File: src/rtl/alu_sequencer_if.sv
// alu_sequencer_if: program-load, control and datapath-select bus of the ALU sequencer (loop signal under ALU_SEQ_LOOP_EN)
interface alu_sequencer_if #(parameter int ADDR_W = 4) ();
    logic              load_valid;
    logic [7:0]        load_data;
    logic              load_ready;
    logic              clear;
    logic              start;
    logic              alu_ready;
    logic              issue_valid;
    logic [1:0]        sel_Ri;
    logic [1:0]        sel_Rj;
    logic [1:0]        sel_Rk;
    logic [1:0]        sel_op;
    logic              busy;
    logic              done;
    logic              error;
    logic [ADDR_W-1:0] pc;
`ifdef ALU_SEQ_LOOP_EN
    logic              loop;
`endif
    modport master (
`ifdef ALU_SEQ_LOOP_EN
        output loop,
`endif
        output load_valid, load_data, clear, start, alu_ready,
        input  load_ready, issue_valid, sel_Ri, sel_Rj, sel_Rk, sel_op, busy, done, error, pc
    );
    modport slave (
`ifdef ALU_SEQ_LOOP_EN
        input  loop,
`endif
        input  load_valid, load_data, clear, start, alu_ready,
        output load_ready, issue_valid, sel_Ri, sel_Rj, sel_Rk, sel_op, busy, done, error, pc
    );
endinterface

File: src/rtl/alu_sequencer.sv
// alu_sequencer: issues a loaded micro-program to the ALU datapath selects; ALU_SEQ_LOOP_EN enables looped execution
module alu_sequencer #(
    parameter int PROG_DEPTH = 16,
    parameter int ADDR_W     = 4
) (
    input logic           clk,
    input logic           reset,
    alu_sequencer_if.slave bus
);
    typedef enum logic [1:0] {IDLE, RUN, DONE} state_t;
    state_t            state;
    logic [7:0]        mem [PROG_DEPTH];
    logic [ADDR_W:0]   count;
    logic [ADDR_W-1:0] pc;
    logic              done_q;
    logic              error_q;
    logic              load_ok;
    logic              accept;
    logic              last;
    logic              wrap;
`ifdef ALU_SEQ_LOOP_EN
    assign wrap = bus.loop;
`else
    assign wrap = 1'b0;
`endif
    assign bus.load_ready = (state == IDLE) && (count < (ADDR_W+1)'(PROG_DEPTH));
    assign load_ok        = bus.load_valid && bus.load_ready && !bus.clear;
    assign accept         = (state == RUN) && bus.alu_ready;
    assign last           = {1'b0, pc} == count - 1'b1;
    assign {bus.sel_op, bus.sel_Rk, bus.sel_Rj, bus.sel_Ri} = (state == RUN) ? mem[pc] : 8'd0;
    assign bus.issue_valid = state == RUN;
    assign bus.busy        = state == RUN;
    assign bus.done        = done_q;
    assign bus.error       = error_q;
    assign bus.pc          = pc;
    always_ff @(posedge clk) begin
        if (load_ok) mem[count[ADDR_W-1:0]] <= bus.load_data;
    end
    always_ff @(posedge clk or posedge reset) begin
        if (reset) begin
            state   <= IDLE;
            count   <= '0;
            pc      <= '0;
            done_q  <= 1'b0;
            error_q <= 1'b0;
        end else begin
            done_q  <= accept && last;
            error_q <= 1'b0;
            case (state)
                IDLE: begin
                    if (bus.clear) count <= '0;
                    else begin
                        if (load_ok) count <= count + 1'b1;
                        if (bus.start) begin
                            // a same-cycle load makes an empty program non-empty
                            if (count != '0 || load_ok) begin
                                pc    <= '0;
                                state <= RUN;
                            end else error_q <= 1'b1;
                        end
                    end
                end
                RUN: begin
                    if (accept) begin
                        if (!last) pc <= pc + 1'b1;
                        else if (wrap) pc <= '0;
                        else state <= DONE;
                    end
                end
                DONE: begin
                    state <= IDLE;
                    pc    <= '0;
                end
                default: state <= IDLE;
            endcase
        end
    end
endmodule

File: src/flat_wrapper.sv
// flat-port wrapper written by rule: the top's interface ports become plain ports
module alu_sequencer_flat 
#(
    parameter int PROG_DEPTH = 16,
    parameter int ADDR_W     = 4
)
  (clk, reset, bus_load_valid, bus_load_data, bus_clear, bus_start, bus_alu_ready, bus_load_ready, bus_issue_valid, bus_sel_Ri, bus_sel_Rj, bus_sel_Rk, bus_sel_op, bus_busy, bus_done, bus_error, bus_pc);
  alu_sequencer_if #(.ADDR_W(ADDR_W)) bus_i ();
  input logic clk;
  input logic reset;
  input wire logic [$bits(bus_i.load_valid)-1:0] bus_load_valid;
  input wire logic [$bits(bus_i.load_data)-1:0] bus_load_data;
  input wire logic [$bits(bus_i.clear)-1:0] bus_clear;
  input wire logic [$bits(bus_i.start)-1:0] bus_start;
  input wire logic [$bits(bus_i.alu_ready)-1:0] bus_alu_ready;
  output wire logic [$bits(bus_i.load_ready)-1:0] bus_load_ready;
  output wire logic [$bits(bus_i.issue_valid)-1:0] bus_issue_valid;
  output wire logic [$bits(bus_i.sel_Ri)-1:0] bus_sel_Ri;
  output wire logic [$bits(bus_i.sel_Rj)-1:0] bus_sel_Rj;
  output wire logic [$bits(bus_i.sel_Rk)-1:0] bus_sel_Rk;
  output wire logic [$bits(bus_i.sel_op)-1:0] bus_sel_op;
  output wire logic [$bits(bus_i.busy)-1:0] bus_busy;
  output wire logic [$bits(bus_i.done)-1:0] bus_done;
  output wire logic [$bits(bus_i.error)-1:0] bus_error;
  output wire logic [$bits(bus_i.pc)-1:0] bus_pc;
  assign bus_i.load_valid = bus_load_valid;
  assign bus_i.load_data = bus_load_data;
  assign bus_i.clear = bus_clear;
  assign bus_i.start = bus_start;
  assign bus_i.alu_ready = bus_alu_ready;
  assign bus_load_ready = bus_i.load_ready;
  assign bus_issue_valid = bus_i.issue_valid;
  assign bus_sel_Ri = bus_i.sel_Ri;
  assign bus_sel_Rj = bus_i.sel_Rj;
  assign bus_sel_Rk = bus_i.sel_Rk;
  assign bus_sel_op = bus_i.sel_op;
  assign bus_busy = bus_i.busy;
  assign bus_done = bus_i.done;
  assign bus_error = bus_i.error;
  assign bus_pc = bus_i.pc;
  alu_sequencer #(.PROG_DEPTH(PROG_DEPTH), .ADDR_W(ADDR_W)) u_core (.clk(clk), .reset(reset), .bus(bus_i));
endmodule
File: config.mk
export PLATFORM = sky130hd
export DESIGN_NAME = alu_sequencer_flat
export DESIGN_NICKNAME = d
export VERILOG_FILES = /design/src/rtl/alu_sequencer_if.sv /design/src/rtl/alu_sequencer.sv /design/src/flat_wrapper.sv
export SDC_FILE = /design/constraint.sdc
export NUM_CORES = 1
export LEC_CHECK = 0
export ABC_AREA = 1
export CAP_MARGIN = 20
export CORE_ASPECT_RATIO = 1.5
export CORE_MARGIN = 8
export CORE_UTILIZATION = 45
export DETAILED_ROUTE_END_ITERATION = 8
export PLACE_DENSITY = 0.62
export SLEW_MARGIN = 0
export SYNTH_ARGS = -nofsm -noshare
export SYNTH_HDL_FRONTEND = slang
export SYNTH_SLANG_ARGS = --single-unit
File: constraint.sdc
create_clock -name clk -period 2.2 [get_ports clk]
set_clock_uncertainty 0.15 [all_clocks]
set_input_delay 0.66 -clock clk [delete_from_list [all_inputs] [get_ports clk]]
set_output_delay 0.66 -clock clk [all_outputs]
set_load 0.02 [all_outputs]
==> summary.txt, run 1 <==
Clock tree
  • Clock transition time at the flip-flop clock pins of the worst setup and hold paths: 0.06 ns
  • Insertion delay of the later-clocked pin in the worst-skew pair: 0.41 ns
  • CTS root buf: sky130_fd_sc_hd__clkbuf_16
  • Number of levels the H-tree was split into: 4
  • Number of buffers created by CTS: 17
  • CTS tree: built
  • # clock sinks: 141
  • Maximum clock path buffer count: 2

Setup path
  • Element type at the critical path end: output pin
  • Arrival time of data at the critical path endpoint: just under 2 ns
  • Critical path startpoint category: flop
  • Largest fanout on the critical path: 22
  • Crit Reg-Reg Startpoint: u_core.state[0]
  • Launching element of the worst setup path: u_core.bus.pc[0]
  • Data required time of the critical path: ~1.4 ns
  • Crit path kind: flop to output pin

Synth
  • Count of unique library cells instantiated by Yosys: 30
  • Number of flops mapped to enable cells by yosys: roughly 130
  • Most frequently used cell type in the post-synthesis netlist: sky130_fd_sc_hd__edfxtp_1
  • Most used flip-flop cell after synthesis: sky130_fd_sc_hd__edfxtp_1
  • Fraction of synthesized cell area taken by the top area cell type: 0.635
  • Fraction of registers with async set or reset after synthesis: 0.0922
  • Post-synthesis cell area: 6050 um^2
  • Main area contributors after synthesis: sky130_fd_sc_hd__edfxtp_1, sky130_fd_sc_hd__nor2_1, sky130_fd_sc_hd__dfrtp_1, sky130_fd_sc_hd__o21ai_0, sky130_fd_sc_hd__o211ai_1
  • Synthesized netlist net count: between 500 and 600
  • Gate Count Post-Synth: 520
  • Number of register bits inferred by synthesis: around 140
  • Number of warnings issued by yosys: 0
  • Sequential fraction of the synthesis area: 0.689
  • Mean post-synth cell area: approximately 12 um^2
  • List of most frequent post-synthesis cells: sky130_fd_sc_hd__edfxtp_1, sky130_fd_sc_hd__nor2_1, sky130_fd_sc_hd__o21ai_0, sky130_fd_sc_hd__nand2_1, sky130_fd_sc_hd__o211ai_1
  • Synth area leader: sky130_fd_sc_hd__edfxtp_1

Power and ir drop
  • Max rail drop VDD: 0.956 mV
  • Power density over the cells: between 1000 and 1500 nW/um^2
  • Int Power: 6200 uW
  • Switching power share of the total: 0.334
  • Sequential share of power: 0.335
  • Leakage power of the design: 0.00293 uW
  • Fraction of power consumed by combinational cells: 0.369
  • Psw: roughly 3100 uW
  • Share of total power in the clock network: 0.296

Run status
  • Status: complete, but fails checks
  • Violated checks: negative setup slack

STA
  • Transition time at the pin with the least slew margin: about 0.56 ns
  • Setup TNS after final layout: -4.59 ns
  • Final Worst Setup Slack: -0.588 ns
  • Max Fclk: around 360 MHz
  • Setup violators final: 9
  • Unrepaired setup endpoints after global routing: yes
  • Number of pins with negative max-slew slack in the final report: 0
  • Min Hold Slack: 0.377 ns
  • Max-slew headroom: 0.627
  • Final Hold Violating Endpoints: 0
  • Fin crit period: between 2 and 3 ns
  • Final worst-path cycle share: 1.27

Floorplan
  • Die Ht: approximately 160 um
  • Die footprint: 17500 um^2
  • Starting density of the core: 0.454
  • Chip width: 111 um
  • Site Rows: between 50 and 60
  • I/O Pins: 31
  • Std-Cell Core Area: ~13000 um^2

Place
  • Total cell area at the placement stage: slightly above 7000 um^2
  • Routability congestion estimate: about 0.91
  • Inst Count DP: between 700 and 800
  • PortBufs: 30
  • HPWL reported at the end of detailed placement: approximately 10000 um

Global routing
  • Global route total overflow: 0
  • Pin count of the biggest net entering global routing: 42
  • First-pass GRT wire length: approximately 25000 um
  • Initial antenna violation count: 0
  • Via count of the first global-routing pass: approximately 4400
  • Total routing resource utilization after global routing: 0.189

Cells and area
  • Area growth syn-to-layout: 31.6%
  • Number of antenna diodes: 0
  • NumNets Final: ~640
  • Share of post-route cells with drive strength above 1: 0.271
  • Cell area after layout: 7970 um^2
  • Finished Layout Cells: ~790

Detailed routing
  • Routed wire per std cell: slightly above 20 um
  • Residual antenna-violating net count after detailed routing: 0
  • Post-detailed-route DRC marker count: 0
  • Drt pass-1 iters: 5
  • First-iteration detailed-routing DRC count: roughly 350
  • Detailed-route wire length: ~16000 um
  • Ratio of routed vias to standard cells: 5.62
  • Via count of the routed design: 4456

Flow run
  • Total of max-cap violations: 0

Hold path
  • Worst Hold Class: input pin to async pin
state kept, by name (all words and copies together) (netlist names):
name,count
u_core.count,5
u_core.bus.pc,4
u_core.bus.done,1
u_core.state,2
u_core.mem,128
u_core.bus.error,1
timing repair:
action,in CTS,in global routing
hold buffers,0,0
setup buffers,5,4
cloned,6,1
pin swaps,11,17
setup endpoints to repair,19,58
gates resized for setup,96,44
cells by family after synthesis:
kind of cell | share of synthesized area
simple gates | 0.142
buf+inv | 0.0403
compound gates | 0.112
fa+ha+maj | 0.0124
flops | 0.689
xor+xnor | 0.00434
cells in the final DEF (no fill, tap or decap), types with 2 or more instances in the layout:
cell type                         synthesis  routed
sky130_fd_sc_hd__a21oi_4                  1       9
sky130_fd_sc_hd__buf_4                    4      56
sky130_fd_sc_hd__xnor2_1                  2       2
sky130_fd_sc_hd__a21oi_1                 11       3
sky130_fd_sc_hd__buf_12                   0       6
sky130_fd_sc_hd__ha_1                     6       6
sky130_fd_sc_hd__nand3_1                 25      16
sky130_fd_sc_hd__clkbuf_16                0      18
sky130_fd_sc_hd__nor3_1                   2       2
sky130_fd_sc_hd__edfxtp_1               128     128
sky130_fd_sc_hd__o21ai_1                  8      30
sky130_fd_sc_hd__nor2_4                   1       3
sky130_fd_sc_hd__dfrtp_1                 13      10
sky130_fd_sc_hd__nor2_1                 125     117
sky130_fd_sc_hd__buf_8                    0       2
sky130_fd_sc_hd__o211ai_1                32      32
sky130_fd_sc_hd__inv_1                   17      14
sky130_fd_sc_hd__buf_16                   0       3
sky130_fd_sc_hd__clkinvlp_4               0       2
sky130_fd_sc_hd__nand2_1                 39      36
sky130_fd_sc_hd__dfrtp_2                  0       3
sky130_fd_sc_hd__nor2_2                   1       7
sky130_fd_sc_hd__nand2_2                  0       3
sky130_fd_sc_hd__nand2_4                  2       2
sky130_fd_sc_hd__nand3_2                  2      11
sky130_fd_sc_hd__clkinv_1                 1       2
sky130_fd_sc_hd__o21ai_0                 62      40
sky130_fd_sc_hd__bufinv_16                0       2
sky130_fd_sc_hd__inv_2                    4       6
sky130_fd_sc_hd__buf_6                    3      22
sky130_fd_sc_hd__clkinv_2                 0       5
sky130_fd_sc_hd__nand4_1                  5       5
sky130_fd_sc_hd__clkdlybuf4s50_1          0      15
sky130_fd_sc_hd__clkinv_4                 0       5
metal layers:
layer | share of wire | global-route usage
met5 | 0 | 0
met3 | 0.060 | 0.0459
met4 | 0.031 | 0.0879
met2 | 0.53 | 0.332
met1 | 0.38 | 0.211
power groups by stage:
stage | logic [uW] | clock network (uW) | registers, uW
after detailed placement | 2890 | 0 | 3160
after CTS | 3320 | 2770 | 3120
after global routing | 3720 | 2890 | 3130
final | 3440 | 2760 | 3120
after floorplan | 1790 | 0 | 3200
after global placement | 2850 | 0 | 3160
worst paths after layout:
path | slack, ns | to | cells after the start
max | -0.59 | bus_sel_Rj[0] | 7
min reg2reg | 0.47 | u_core.count[0] | 3
min | 0.38 | u_core.state[0] | 2
max reg2reg | 0.13 | u_core.mem[8][1] | 10
min in group clk | 0.47 | u_core.count[0] | 3
max in group asynchronous | 1.08 | u_core.count[0] | 3
through the flow:
stage	utilization	total power, uW	setup slack (ns)
after floorplan	-	4990	-0.0225
after global placement	0.528	6010	-0.615
after detailed placement	0.528	6050	-0.642
after CTS	0.589	9220	-0.607
after global routing	0.597	9750	-0.678
final	0.597	9320	-0.588
critical path, cell delays in order (launching register included):
cell and delay (ns):
sky130_fd_sc_hd__dfrtp_2 0.49, sky130_fd_sc_hd__clkinv_4 0.14, sky130_fd_sc_hd__buf_12 0.17, sky130_fd_sc_hd__nor2_1 0.05
sky130_fd_sc_hd__o211ai_1 0.24, sky130_fd_sc_hd__nand3_2 0.15, sky130_fd_sc_hd__a21oi_4 0.19, sky130_fd_sc_hd__buf_6 0.14
area by class of cell:
cell class / instances / area, um^2
repair buffers: 108 / 1120
well taps: 162 / 203
multi-input cells: 328 / 1810
inverters: 22 / 87.6
flip-flops and latches: 141 / 4170
clock buffers: 17 / 425
fillers: 1017 / 5370
clock inverters: 15 / 148
Note: power is estimated with default switching activity, not from simulation.
==> run 2: changes to the inputs <==
CORE_MARGIN = 4   (was 8)
==> run 2 against run 1 <==
The flow still finishes with violations (negative setup slack). Sequential power is essentially flat. Via count shrank 1.5%. Global-route usage grew 3.0 points. Clock power grew 5%. Worst setup slack lost 0.015 ns. Fmax shrank 0.54%. Register-to-register slack lost 0.03 ns. Flip-flop and latch count is the same. First-iteration DRC count shrank 3.1%. Combinational power shrank 8.4%. Total power shrank 1.7%. Clock-buffer cell count is the same. Critical path type unchanged. Largest power group unchanged.
==> summary.txt, run 2 (synthesized netlist as in run 1, its figures left out) <==
Flow run
  • Total of max-cap violations: 0

Global routing
  • Total routing resource utilization after global routing: 0.218
  • Pin count of the biggest net entering global routing: 38
  • First-pass GRT wire length: around 24000 um
  • Initial antenna violation count: 0
  • Via count of the first global-routing pass: between 4000 and 5000
  • Global route total overflow: 0

Power and ir drop
  • Power density over the cells: between 1000 and 1500 nW/um^2
  • Leakage power of the design: just under 0.003 uW
  • Max rail drop VDD: around 0.85 mV

Place
  • PortBufs: 30
  • HPWL reported at the end of detailed placement: 10600 um
  • Total cell area at the placement stage: 7100 um^2
  • Routability congestion estimate: between 0.8 and 0.9

Cells and area
  • Area occupied by registers: around 4200 um^2
  • Most common library cell in the layout ignoring fill and taps: sky130_fd_sc_hd__edfxtp_1
  • Largest register FFs: 128
  • Layout filler cell count: ~1000
  • Number of antenna diodes: 0
  • Cell area after layout: between 7000 and 8000 um^2
  • NumNets Final: roughly 640
  • Share of post-route cells with drive strength above 1: 0.249
  • Area taken by multi-input logic gates: between 1500 and 2000 um^2
  • Area growth syn-to-layout: 29.8%
  • Most frequent cells in the layout: sky130_fd_sc_hd__edfxtp_1, sky130_fd_sc_hd__nor2_1, sky130_fd_sc_hd__buf_4

Detailed routing
  • Post-detailed-route DRC marker count: 0
  • First-iteration detailed-routing DRC count: 342
  • Met2 wire length: about 8500 um
  • Drt pass-1 iters: 5
  • Residual antenna-violating net count after detailed routing: 0
  • Routed wire per std cell: ~20 um
  • Via count of the routed design: roughly 4400
  • Ratio of routed vias to standard cells: 5.56
  • Met3 wirelength from detailed routing: roughly 1100 um
  • Length of routed wiring on met1: between 5000 and 6000 um
  • Uppermost routed layer: met4
  • Detailed-route wire length: approximately 16000 um

Setup path
  • Number of cell instances on the worst register-to-register path: 10
  • Largest fanout on the critical path: 30
  • Data required time of the critical path: approximately 1.4 ns
  • Reg2reg setup slack: about 0.10 ns
  • Element type at the critical path end: output pin
  • Crit Reg-Reg Startpoint: u_core.state[0]
  • Critical path startpoint category: flop
  • Crit path kind: flop to output pin
  • Terminus of the critical flop-to-flop path: u_core.mem[14][0]
  • Arrival time of data at the critical path endpoint: ~2 ns

STA
  • Number of pins with negative max-slew slack in the final report: 0
  • Fin crit period: between 2 and 3 ns
  • Setup violators final: 8
  • Max-slew headroom: 0.589
  • Max Fclk: between 300 and 400 MHz
  • Final Worst Setup Slack: -0.603 ns
  • Final worst-path cycle share: 1.27
  • Transition time at the pin with the least slew margin: 0.616 ns
  • Unrepaired setup endpoints after global routing: yes
  • Final Hold Violating Endpoints: 0
  • Min Hold Slack: about 0.46 ns

Clock tree
  • Number of buffers created by CTS: 17
  • Number of levels the H-tree was split into: 4
  • CTS tree: built
  • CTS root buf: sky130_fd_sc_hd__clkbuf_16
  • Clock transition time at the flip-flop clock pins of the worst setup and hold paths: roughly 0.060 ns
  • Insertion delay of the later-clocked pin in the worst-skew pair: 0.42 ns
  • # clock sinks: ~140
  • Maximum clock path buffer count: 2

Run status
  • Violated checks: negative setup slack
  • Status: complete, but fails checks

Floorplan
  • Site Rows: 51
  • Chip width: about 100 um
  • I/O Pins: 31
  • Std-Cell Core Area: around 13000 um^2
  • Die Ht: 150 um
  • Starting density of the core: 0.463
  • Die footprint: around 15000 um^2

Hold path
  • Worst Hold Class: input pin to async pin
==> run 2: cell types whose count changed in the layout (fill, tap and decap cells not counted), moves of 3 or more <==
| cell | previous run | this run |
|---|---|---|
| sky130_fd_sc_hd__buf_4 | 56 | 68 |
| sky130_fd_sc_hd__buf_6 | 22 | 14 |
| sky130_fd_sc_hd__clkinv_2 | 5 | 0 |
| sky130_fd_sc_hd__nand3_1 | 16 | 21 |
| sky130_fd_sc_hd__nand3_2 | 11 | 6 |
| sky130_fd_sc_hd__o21ai_0 | 40 | 44 |
| sky130_fd_sc_hd__o21ai_1 | 30 | 26 |
| sky130_fd_sc_hd__buf_16 | 3 | 0 |
| sky130_fd_sc_hd__clkinv_1 | 2 | 5 |
| sky130_fd_sc_hd__clkinv_4 | 5 | 2 |
==> run 2: cell type report <==
cell class,instances,area share
inverter,22,0.0108
timing repair buffer,109,0.131
multi-input combinational,328,0.226
clock inverter,13,0.0223
clock buffer,17,0.0541
sequential,141,0.531
tap,159,0.0253
==> run 2: metrics by stage <==
| stage | util | cells | total power [uW] | setup slack [ns] | setup TNS [ns] |
|---|---|---|---|---|---|
| 4_1_cts | 0.591 | 785 | 9020 | -0.560 | -4.35 |
| 5_1_grt | 0.601 | 789 | 9590 | -0.644 | -5.19 |
| 6_report | 0.601 | 789 | 9160 | -0.603 | -4.32 |
| 3_5_place_dp | 0.543 | 752 | 6120 | -0.627 | -32.90 |
| 3_3_place_gp | 0.543 | 752 | 6080 | -0.658 | -30.54 |
| 2_1_floorplan | - | 520 | 4990 | -0.0225 | -0.174 |
==> run 2: worst max-delay path by stage <==
stage / from / to / slack (ns) / cells after the start
after CTS: u_core.bus.pc[0] / bus_sel_Ri[0] / -0.56 / 7
after detailed placement: u_core.bus.pc[0] / bus_sel_Ri[0] / -0.63 / 7
after floorplan: u_core.bus.pc[0] / bus_sel_Ri[0] / -0.02 / 7
final: u_core.bus.pc[0] / bus_sel_Ri[0] / -0.60 / 7
after global placement: u_core.bus.pc[0] / bus_sel_Ri[0] / -0.66 / 7
after global routing: u_core.bus.pc[0] / bus_sel_Rk[1] / -0.64 / 9
==> run 2: layer usage <==
metal | track usage | vias up
met3 | 0.0490 | 37
li1 | - | 2046
met4 | 0.0985 | 0
met5 | 0 | -
met2 | 0.373 | 191
met1 | 0.258 | 2116
==> run 2: critical path, stage by stage (launching register included) <==
cell and delay (ns):
sky130_fd_sc_hd__dfrtp_2 0.46, sky130_fd_sc_hd__inv_4 0.13, sky130_fd_sc_hd__buf_12 0.18, sky130_fd_sc_hd__nor2_1 0.06, sky130_fd_sc_hd__o211ai_1 0.25, sky130_fd_sc_hd__nand3_1 0.16
sky130_fd_sc_hd__a21oi_4 0.18, sky130_fd_sc_hd__buf_6 0.14
==> run 2: repair_timing <==
action | CTS | global route
pin swaps | 11 | 6
hold buffers | 0 | 0
gates resized for setup | 82 | 26
gates cloned | 0 | 2
hold endpoints to repair | 0 | 0
buffers inserted | 3 | 2
setup endpoints to repair | 15 | 44
==> run 2: power breakdown <==
part           switching [uW]  total [uW]  leakage (uW)  internal [uW]
logic                    1860        3150       0.00131           1290
registers                71.9        3120       0.00132           3050
clock network            1030        2900      0.000281           1870
==> variant, RTL diff (flow settings as in run 2) <==
`PROG_DEPTH` is set to 16 in 2 places; all go to 8.
--- a/src/rtl/alu_sequencer.sv
+++ b/src/rtl/alu_sequencer.sv
@@ -1,6 +1,6 @@
 // alu_sequencer: issues a loaded micro-program to the ALU datapath selects; ALU_SEQ_LOOP_EN enables looped execution
 module alu_sequencer #(
-    parameter int PROG_DEPTH = 16,
+    parameter int PROG_DEPTH = 8,
     parameter int ADDR_W     = 4
 ) (
     input logic           clk,
--- a/src/flat_wrapper.sv
+++ b/src/flat_wrapper.sv
@@ -1,7 +1,7 @@
 // flat-port wrapper written by rule: the top's interface ports become plain ports
 module alu_sequencer_flat 
 #(
-    parameter int PROG_DEPTH = 16,
+    parameter int PROG_DEPTH = 8,
     parameter int ADDR_W     = 4
 )
   (clk, reset, bus_load_valid, bus_load_data, bus_clear, bus_start, bus_alu_ready, bus_load_ready, bus_issue_valid, bus_sel_Ri, bus_sel_Rj, bus_sel_Rk, bus_sel_op, bus_busy, bus_done, bus_error, bus_pc);
Formal check against the unedited RTL: no difference found for any inputs over 4 cycles, from zero or initial values and one cycle with reset high; that may be too few to reach the edited logic, so the function may still have changed.
==> variant against run 2 <==
The run still ends with setup timing left; area after synthesis is 44% lower; clock power is 65% lower; cell area is 44% lower; count of clock-buffer cells in the layout is 6 lower; power is 46% lower; die area is 41% lower; sequential cell count is 64 lower; cell count is 37% lower; routed wire length is 50% lower; worst setup slack better by 0.28 ns; worst hold slack worse by 0.0061 ns; critical endpoint is now bus_sel_Rk[0]; largest cell class unchanged; largest power group unchanged.
==> variant: results (changes against run 2) <==
Vias per inst - 5.04 (was 5.56)
Hpwl dp - 5620 um (was 10600 um)
PnR worst setup slack - -0.328 ns (was -0.603 ns)
Final layout net count - 407 (was 639)
Endpoints failing setup - 8 (unchanged)
Largest net degree at the start of global routing - 24 (was 38)
Placed Instances - 477 (was 752)
Reg-to-reg setup timing slack - 0.14 ns (was 0.10 ns)
Reg-to-reg endpoint - u_core.mem[2][4] (was u_core.mem[14][0])
Ys async rst share - 16.9% (was 9.22%)
Commonest cells in the netlist - 72 x nor2_1, 64 x edfxtp_1, 49 x o21ai_0 (was 128 x edfxtp_1, 125 x nor2_1, 62 x o21ai_0)
Crit path capture - bus_sel_Rk[0] (was bus_sel_Ri[0])
Max reg flops - 64 (was 128)
Post-CTS setup buffer count - 2 (was 3)
Post-synthesis adder-cell area fraction - 1.11% (was 1.24%)
H-tree Lvls - 3 (was 4)
Failing checks - setup timing (unchanged)
Clock slew seen by the registers of the worst setup and hold paths - 0.08 ns (was 0.06 ns)
Pleak - 1.71 nW (was 2.91 nW)
Post-synthesis xor/xnor area fraction - 0.516% (was 0.434%)
First-pass GRT wire length - 12600 um (was 24400 um)
DR pass1 iterations - 4 (was 5)
Slew at the pin closest to its max-slew limit - 0.548 ns (was 0.616 ns)
Status - finished, violations left (unchanged)
Clock root buffer - clkbuf_8 (was clkbuf_16)
Layout cell share with drive strength beyond 1 - 25.1% (was 24.9%)
Final WL - 7920 um (was 16000 um)
[variant: cell count changes after synthesis, moves of 13 or more]
cell / run 2 / this run
edfxtp_1: 128 / 64
nand3_1: 25 / 7
nor2_1: 125 / 72
o21ai_0: 62 / 49
o211ai_1: 32 / 0
[variant: power by group through the flow]
stage	Sequential (mW)	Combinational, mW	Clock, mW
2_1_floorplan	1.80	1.23	0
3_3_place_gp	1.76	2.13	0
3_5_place_dp	1.77	2.15	0
4_1_cts	1.73	2.15	1.05
5_1_grt	1.75	2.44	1.09
6_report	1.74	2.20	1.01
[variant: metal layers]
| metal | up-vias | share of wire, % | global-route usage, % |
|---|---|---|---|
| met5 | - | 0 | 0 |
| met4 | 0 | 3.3 | 11.4 |
| met3 | 18 | 3.9 | 3.46 |
| met2 | 55 | 54 | 34.8 |
| met1 | 1185 | 38 | 20.0 |
| li1 | 1239 | - | - |
[variant: area by class of cell]
cell class                      count  area share (%)
Timing Repair Buffer               74            15.4
Tap cell                          100            2.87
Multi-Input combinational cell    207            24.2
Sequential cell                    77            51.5
Inverter                           21            1.83
Clock buffer                       11            3.01
Clock inverter                      5            1.18
[variant: metrics by stage]
step / worst slack [ns] / hold WS [ns] / TNS, ns / utilization [%]
CTS: -0.340 / 0.461 / -2.61 / 59.4
detailed placement: -0.488 / 0.447 / -13.50 / 57.1
floorplan: -0.00159 / 0.356 / -0.0370 / -
finish: -0.328 / 0.456 / -2.43 / 60.0
global placement: -0.476 / 0.436 / -13.32 / 57.1
global route: -0.447 / 0.496 / -3.45 / 60.0
[variant: critical path, cell delays in order, from the launching register on]
cell     delay [ns]
dfrtp_2        0.44
inv_1          0.09
buf_12         0.16
buf_4          0.14
o21ai_0        0.23
a31oi_2        0.13
buf_4          0.17
